[src/rtl/usb_rx_pkt_ctrl.sv]
// Low-speed USB receive packet controller. Sits behind usb_rx, validates
// PID, CRC16, length and DATA0/DATA1 sequencing, keeps one accepted payload
// in a local buffer and reports an ACK/NAK/none decision once per packet.

package usb_rx_pkt_pkg;
  typedef logic [3:0] pid_t;
  localparam pid_t PID_DATA0 = 4'b0011;
  localparam pid_t PID_DATA1 = 4'b1011;
  localparam logic [1:0] HS_NONE = 2'd0;
  localparam logic [1:0] HS_ACK  = 2'd1;
  localparam logic [1:0] HS_NAK  = 2'd2;
endpackage

module usb_rx_pkt_ctrl
  import usb_rx_pkt_pkg::*;
#(
  parameter int MAX_PAYLOAD = 8
) (
  input  logic                           clk,
  input  logic                           reset,
  input  logic [7:0]                     rx_data,
  input  logic                           rx_active,
  input  logic                           rx_valid,
  input  logic                           rx_error,
  input  logic                           toggle_clr,
  input  logic                           buf_release,
  input  logic [$clog2(MAX_PAYLOAD)-1:0] rd_addr,
  output logic [7:0]                     rd_data,
  output logic                           buf_full,
  output logic [3:0]                     buf_len,
  output pid_t                           pid,
  output logic                           pkt_done,
  output logic [1:0]                     hs,
  output logic [3:0]                     err,
  output logic                           dup
);

  localparam int DEPTH = MAX_PAYLOAD + 2;
  localparam int CW    = $clog2(DEPTH + 1);
  localparam logic [CW-1:0] CNT_MAX = CW'(DEPTH);
  localparam logic [15:0] CRC_RESIDUAL = 16'hB001;

  typedef enum logic [2:0] {IDLE, PID, DATA, SKIP, EVAL} state_t;

  state_t        state, state_nx;
  logic [CW-1:0] cnt;
  logic [15:0]   crc;
  logic          wr_block;
  logic          is_data;
  logic          rx_err_q, len_err_q, pid_err_q;
  logic          toggle;
  logic          armed;
  logic [7:0]    mem [DEPTH];
  logic [CW-1:0] rd_idx;

  logic          pid_ok, pid_load, pid_is_data;
  logic          set_rx_err, set_len_err, set_pid_err;
  logic          byte_en, accept;
  logic          crc_bad, too_short;
  logic [1:0]    hs_nx;
  logic [3:0]    err_nx;
  logic          dup_nx;

  // Reflected CRC16 (poly 8005, reflected A001), one byte, LSB first.
  function automatic logic [15:0] crc16_byte(input logic [15:0] c_in, input logic [7:0] d);
    logic [15:0] c;
    logic        fb;
    c = c_in;
    for (int i = 0; i < 8; i++) begin
      fb = c[0] ^ d[i];
      c  = c >> 1;
      if (fb) c = c ^ 16'hA001;
    end
    return c;
  endfunction

  assign pid_ok  = (rx_data[7:4] == ~rx_data[3:0]);
  assign rd_idx  = CW'(rd_addr);
  assign rd_data = mem[rd_idx];

  // State register.
  always_ff @(posedge clk or negedge reset) begin
    if (!reset) state <= IDLE;
    else        state <= state_nx;
  end

  // Next-state decode, per-byte strobes and the end-of-packet decision.
  always_comb begin
    state_nx    = state;
    pid_load    = 1'b0;
    pid_is_data = 1'b0;
    set_rx_err  = 1'b0;
    set_len_err = 1'b0;
    set_pid_err = 1'b0;
    byte_en     = 1'b0;
    accept      = 1'b0;
    crc_bad     = 1'b0;
    too_short   = 1'b0;
    hs_nx       = HS_NONE;
    err_nx      = 4'd0;
    dup_nx      = 1'b0;
    case (state)
      IDLE: begin
        if (rx_active && armed) state_nx = PID;
      end
      PID: begin
        if (rx_error) begin
          set_rx_err = 1'b1;
          state_nx   = SKIP;
        end else if (rx_valid) begin
          if (!pid_ok) begin
            set_pid_err = 1'b1;
            state_nx    = SKIP;
          end else begin
            pid_load = 1'b1;
            if (rx_data[3:0] == PID_DATA0 || rx_data[3:0] == PID_DATA1) begin
              pid_is_data = 1'b1;
              state_nx    = DATA;
            end else begin
              state_nx = SKIP;
            end
          end
        end else if (!rx_active) begin
          set_pid_err = 1'b1;
          state_nx    = EVAL;
        end
      end
      DATA: begin
        if (rx_error) begin
          set_rx_err = 1'b1;
          state_nx   = SKIP;
        end else begin
          if (rx_valid) begin
            byte_en = 1'b1;
            if (cnt == CNT_MAX) set_len_err = 1'b1;
          end
          if (!rx_active) state_nx = EVAL;
        end
      end
      SKIP: begin
        if (!rx_active) state_nx = EVAL;
      end
      EVAL: begin
        state_nx  = IDLE;
        crc_bad   = is_data && (crc != CRC_RESIDUAL);
        too_short = is_data && (cnt < CW'(2));
        err_nx    = {rx_err_q, len_err_q | too_short, crc_bad, pid_err_q};
        if (err_nx == 4'd0 && is_data) begin
          if (wr_block) begin
            hs_nx = HS_NAK;
          end else if (pid[3] != toggle) begin
            dup_nx = 1'b1;
            hs_nx  = HS_ACK;
          end else begin
            hs_nx  = HS_ACK;
            accept = 1'b1;
          end
        end
      end
      default: state_nx = IDLE;
    endcase
  end

  // Packet datapath: counter, CRC, error flags, toggle, buffer status and reported results.
  always_ff @(posedge clk or negedge reset) begin
    if (!reset) begin
      cnt       <= '0;
      crc       <= 16'hFFFF;
      wr_block  <= 1'b0;
      is_data   <= 1'b0;
      rx_err_q  <= 1'b0;
      len_err_q <= 1'b0;
      pid_err_q <= 1'b0;
      toggle    <= 1'b0;
      armed     <= 1'b0;
      buf_full  <= 1'b0;
      buf_len   <= 4'd0;
      pid       <= '0;
      pkt_done  <= 1'b0;
      hs        <= HS_NONE;
      err       <= 4'd0;
      dup       <= 1'b0;
    end else begin
      pkt_done <= 1'b0;
      if (!rx_active) armed <= 1'b1;
      if (state == IDLE) begin
        cnt       <= '0;
        crc       <= 16'hFFFF;
        is_data   <= 1'b0;
        rx_err_q  <= 1'b0;
        len_err_q <= 1'b0;
        pid_err_q <= 1'b0;
      end
      if (set_rx_err)  rx_err_q  <= 1'b1;
      if (set_len_err) len_err_q <= 1'b1;
      if (set_pid_err) pid_err_q <= 1'b1;
      if (pid_load)    pid       <= rx_data[3:0];
      if (pid_is_data) begin
        is_data  <= 1'b1;
        wr_block <= buf_full;
      end
      if (byte_en) begin
        crc <= crc16_byte(crc, rx_data);
        if (cnt < CNT_MAX) cnt <= cnt + CW'(1);
      end
      if (state == EVAL) begin
        pkt_done <= 1'b1;
        hs       <= hs_nx;
        err      <= err_nx;
        dup      <= dup_nx;
      end
      if (accept) begin
        buf_full <= 1'b1;
        buf_len  <= 4'(cnt - CW'(2));
      end else if (buf_release) begin
        buf_full <= 1'b0;
      end
      if (toggle_clr)  toggle <= 1'b0;
      else if (accept) toggle <= ~toggle;
    end
  end

  // Payload buffer write; frozen for the whole packet when it was full at PID time.
  always_ff @(posedge clk) begin
    if (byte_en && (cnt < CNT_MAX) && !wr_block) mem[cnt] <= rx_data;
  end

endmodule

[config.mk]
export PLATFORM = sky130hd
export DESIGN_NAME = usb_rx_pkt_ctrl
export DESIGN_NICKNAME = d
export VERILOG_FILES = /design/src/rtl/usb_rx_pkt_ctrl.sv
export SDC_FILE = /design/constraint.sdc
export NUM_CORES = 1
export LEC_CHECK = 0
export BUFFER_PORTS_ARGS = -buffer_cell sky130_fd_sc_hd__buf_4
export CAP_MARGIN = 30
export CELL_PAD_IN_SITES_DETAIL_PLACEMENT = 1
export CELL_PAD_IN_SITES_GLOBAL_PLACEMENT = 1
export CORE_MARGIN = 2
export CORE_UTILIZATION = 49
export DETAILED_ROUTE_END_ITERATION = 6
export HOLD_SLACK_MARGIN = 0.06
export PLACE_DENSITY_LB_ADDON = 0.1
export SETUP_SLACK_MARGIN = 0.02
export SYNTH_ARGS = -nofsm -noshare
export SYNTH_HDL_FRONTEND = slang
export SYNTH_SLANG_ARGS = --single-unit
export TNS_END_PERCENT = 20
[constraint.sdc]
create_clock -name clk -period 2.78 [get_ports clk]
set_input_delay 0.278 -clock clk [delete_from_list [all_inputs] [get_ports clk]]
set_output_delay 0.278 -clock clk [all_outputs]
set_load 0.01 [all_outputs]
==> impl_metrics.tcl <==
set metrics [dict create \
    crit_slowest_cell "or4_1" \
    netlist_area_um2 5010 \
    grt_use_total_pct 21.2 \
    setup_violations 0 \
    yosys_warnings 0 \
    die_w_um 105 \
    skew_ns 0.00874 \
    cts_resized 0 \
    outcome "finished clean" \
    synth_fp_nets 387 \
    h-tree-depth 3 \
    r2r_end "buf_len[2]" \
    p_leak_nw 2.14 \
    ant_nets 0 \
    cts.sinks 111 \
    diodes 0 \
    nFillCells 957 \
    vias_per_cell 5.59 \
    drt-pass1-iter-count 4 \
    final.min_clock_period_ns 2.50 \
    startpoint "crc[0]" \
    dpl.hpwl_mm 7.76 \
    r2r-start "crc[0]" \
    start_util_pct 50.8 \
    drtIter0Drc 134 \
    final_max_slew_viol_count 0 \
    fp.dieArea_um2 11000 \
    slew_headroom_pct 49.1 \
    crit_chain "or4b_4 > nor4_4 > nand4_2 > or4_1 > nand2_1 > o21ai_2" \
    r2r.worst_path.cells 6 \
    synthArstFlopShare_pct 42.3 \
    vias 3034 \
    area_delta_synth_final_pct 13.3 \
    hold_path_depth 2 \
    worstSkewPairLatency_ns 0.37 \
    hold_viol_final 0 \
    final_area_um2 5680 \
    fin_cells 543 \
    root_buffer "clkbuf_8" \
    r2r_slack_ns 0.28 \
    grt_pass1_wl_mm 17.9 \
    overflow 0 \
    synth_edf_count 64 \
    hp-start "buf_release" \
    hold_end "buf_full" \
    p_per_area_nw_per_um2 830 \
    dp_cells 525 \
    whs_ns 0.0930 \
    cap_violations 0 \
    cp_max_fo 9 \
    path_class "reg -> reg" \
    rsz0062_at_grt "false" \
    io_buffers 42 \
    setup_tns_ns 0 \
    grt_start_max_net_pins 48 \
    synth_cells 363 \
    crit_arrival_ns 2.76 \
    ios 43 \
    hold_path_class "in -> reg" \
    fmax_mhz 400 \
    finalNetCount 429 \
    rows 36 \
    drc 0 \
    cts_buffers 9 \
    wl_per_cell_um 20.1 \
    clk_pin_slew_ns 0.10 \
    startpoint_type "register" \
    clk_path_buf_depth 2 \
    cp-end-kind "register" \
    dpl_cell_area_um2 5450 \
    grt_pass1_vias 3320 \
    worstMarginPinSlew_ns 0.758 \
    die_y_um 105 \
    ir_worst_vdd_mv 0.582 \
    ys_seq_area_share_pct 62.3 \
    layout-drive-gt1-share_pct 29.5 \
    core_um2 9860 \
    cp_data_required_time_ns 3.04 \
    wl_mm 10.9 \
    synth_cell_types 52 \
    tritoncts "yes" \
    syn_avg_cell_area_um2 13.8 \
    ys.flop_type "edfxtp_1" \
    max_stage_delay_ns 0.61 \
    antenna_found_initial 0 \
    fin_crit_sh_pct 89.9 \
    place_congestion 0.781 \
    synth_seq_cells 111 \
]
what timing repair did:
action	4_1_cts	5_1_grt
setup endpoints to repair	0	0
endpoints found under the hold margin	32	0
hold buffers	2	0
setup buffers	0	0
critical path, delay by kind of cell (launching register included):
family / cells / cell delay, ns
flops: 1 / 0.57
compound gates: 1 / 0.06
simple gates: 5 / 1.76
power breakdown:
group	internal, W	switching (W)	leakage [nW]	total (W)
clock network	0.000433	0.000569	0.0969	0.00100
registers	0.00202	0.000219	1.15	0.00223
logic	0.000665	0.000811	0.889	0.00148
layer usage:
| layer | track usage [%] | wire (um) | vias up |
|---|---|---|---|
| li1 | - | - | 1413 |
| met1 | 27.5 | 4750 | 1553 |
| met2 | 36.0 | 5680 | 52 |
| met3 | 2.93 | 302 | 16 |
| met4 | 8.67 | 169 | 0 |
| met5 | 0 | 0 | - |
registers in the layout (all words and copies together), names as in the netlist:
register   flops
armed          1
buf_full       1
buf_len        4
cnt            4
crc           16
dup            1
err            4
hs             2
is_data        1
len_err_q      1
mem           64
pid            4
pid_err_q      1
pkt_done       1
rx_err_q       1
state          3
toggle         1
wr_block       1
cell families (layout without fill, tap and decap cells):
group,Yosys count,after routing,share of synthesized area (%)
muxes,31,31,10.5
AOI/OAI and AO/OA,53,53,6.59
adders and majority gates,6,6,1.50
and+or+nand+nor,106,106,11.0
DFF,111,111,62.3
xor gates and xnor gates,29,29,5.97
buffers and inverters,27,74,2.20
worst max path at each step:
| stage | endpoint | cells past startpoint |
|---|---|---|
| floorplan | crc[0] | 6 |
| global placement | buf_len[0] | 6 |
| detailed placement | buf_len[0] | 6 |
| CTS | buf_len[0] | 6 |
| global route | crc[0] | 6 |
| finish | buf_len[2] | 6 |
final cells by class:
class / instances / area, um2 / share of cell area (%)
Timing Repair Buffer: 49 / 373 / 6.57
Tap cell: 133 / 166 / 2.93
Inverter: 9 / 33.8 / 0.595
Multi-Input combinational cell: 225 / 1780 / 31.4
Sequential cell: 111 / 3120 / 54.9
Clock inverter: 6 / 76.3 / 1.34
Clock buffer: 10 / 128 / 2.25
stage by stage:
stage	utilization [%]	power [W]	setup slack (ns)
final	57.5	0.00471	0.282
after global placement	55.3	0.00370	0.330
after CTS	57.5	0.00476	0.267
after global routing	57.5	0.00501	0.109
after detailed placement	55.3	0.00376	0.288
after floorplan	-	0.00331	0.450
cell usage after synthesis (all sizes together) (3+ instances only):
master  instances  area [um2]
edfxtp         64        1920
nand2          45         169
dfrtp          31         776
o21ai          22         125
xnor2          19         166
dfstp          16         420
mux4           16         360
nor3           16        91.3
a21oi          15        75.1
clkbuf         14        52.6
nor2           14        52.6
mux2           12         135
xor2            9         105
inv             8        30.0
ha              6        75.1
and3            5        31.3
and2            4        25.0
buf             4        23.8
nand3           4        20.0
o31ai           4        30.0
or4             4        33.8
mux2i           3        30.0
o21a            3        22.5
cells in the final DEF (no fill, tap or decap), drive strengths merged, types with 2 or more instances in the layout:
cell type / Yosys / final
a21oi: 15 / 15
a31oi: 2 / 2
and2: 4 / 4
and3: 5 / 5
buf: 4 / 47
clkbuf: 14 / 10
clkinvlp: 0 / 2
dfrtp: 31 / 31
dfstp: 16 / 16
dlygate4sd3: 0 / 2
edfxtp: 64 / 64
ha: 6 / 6
inv: 8 / 11
mux2: 12 / 12
mux2i: 3 / 3
mux4: 16 / 16
nand2: 45 / 45
nand3: 4 / 4
nor2: 14 / 14
nor2b: 2 / 2
nor3: 16 / 16
nor4: 2 / 2
o211ai: 2 / 2
o21a: 3 / 3
o21ai: 22 / 22
o31ai: 4 / 4
or3b: 2 / 2
or4: 4 / 4
xnor2: 19 / 19
xor2: 9 / 9
Note: power is estimated with default switching activity, not from simulation.
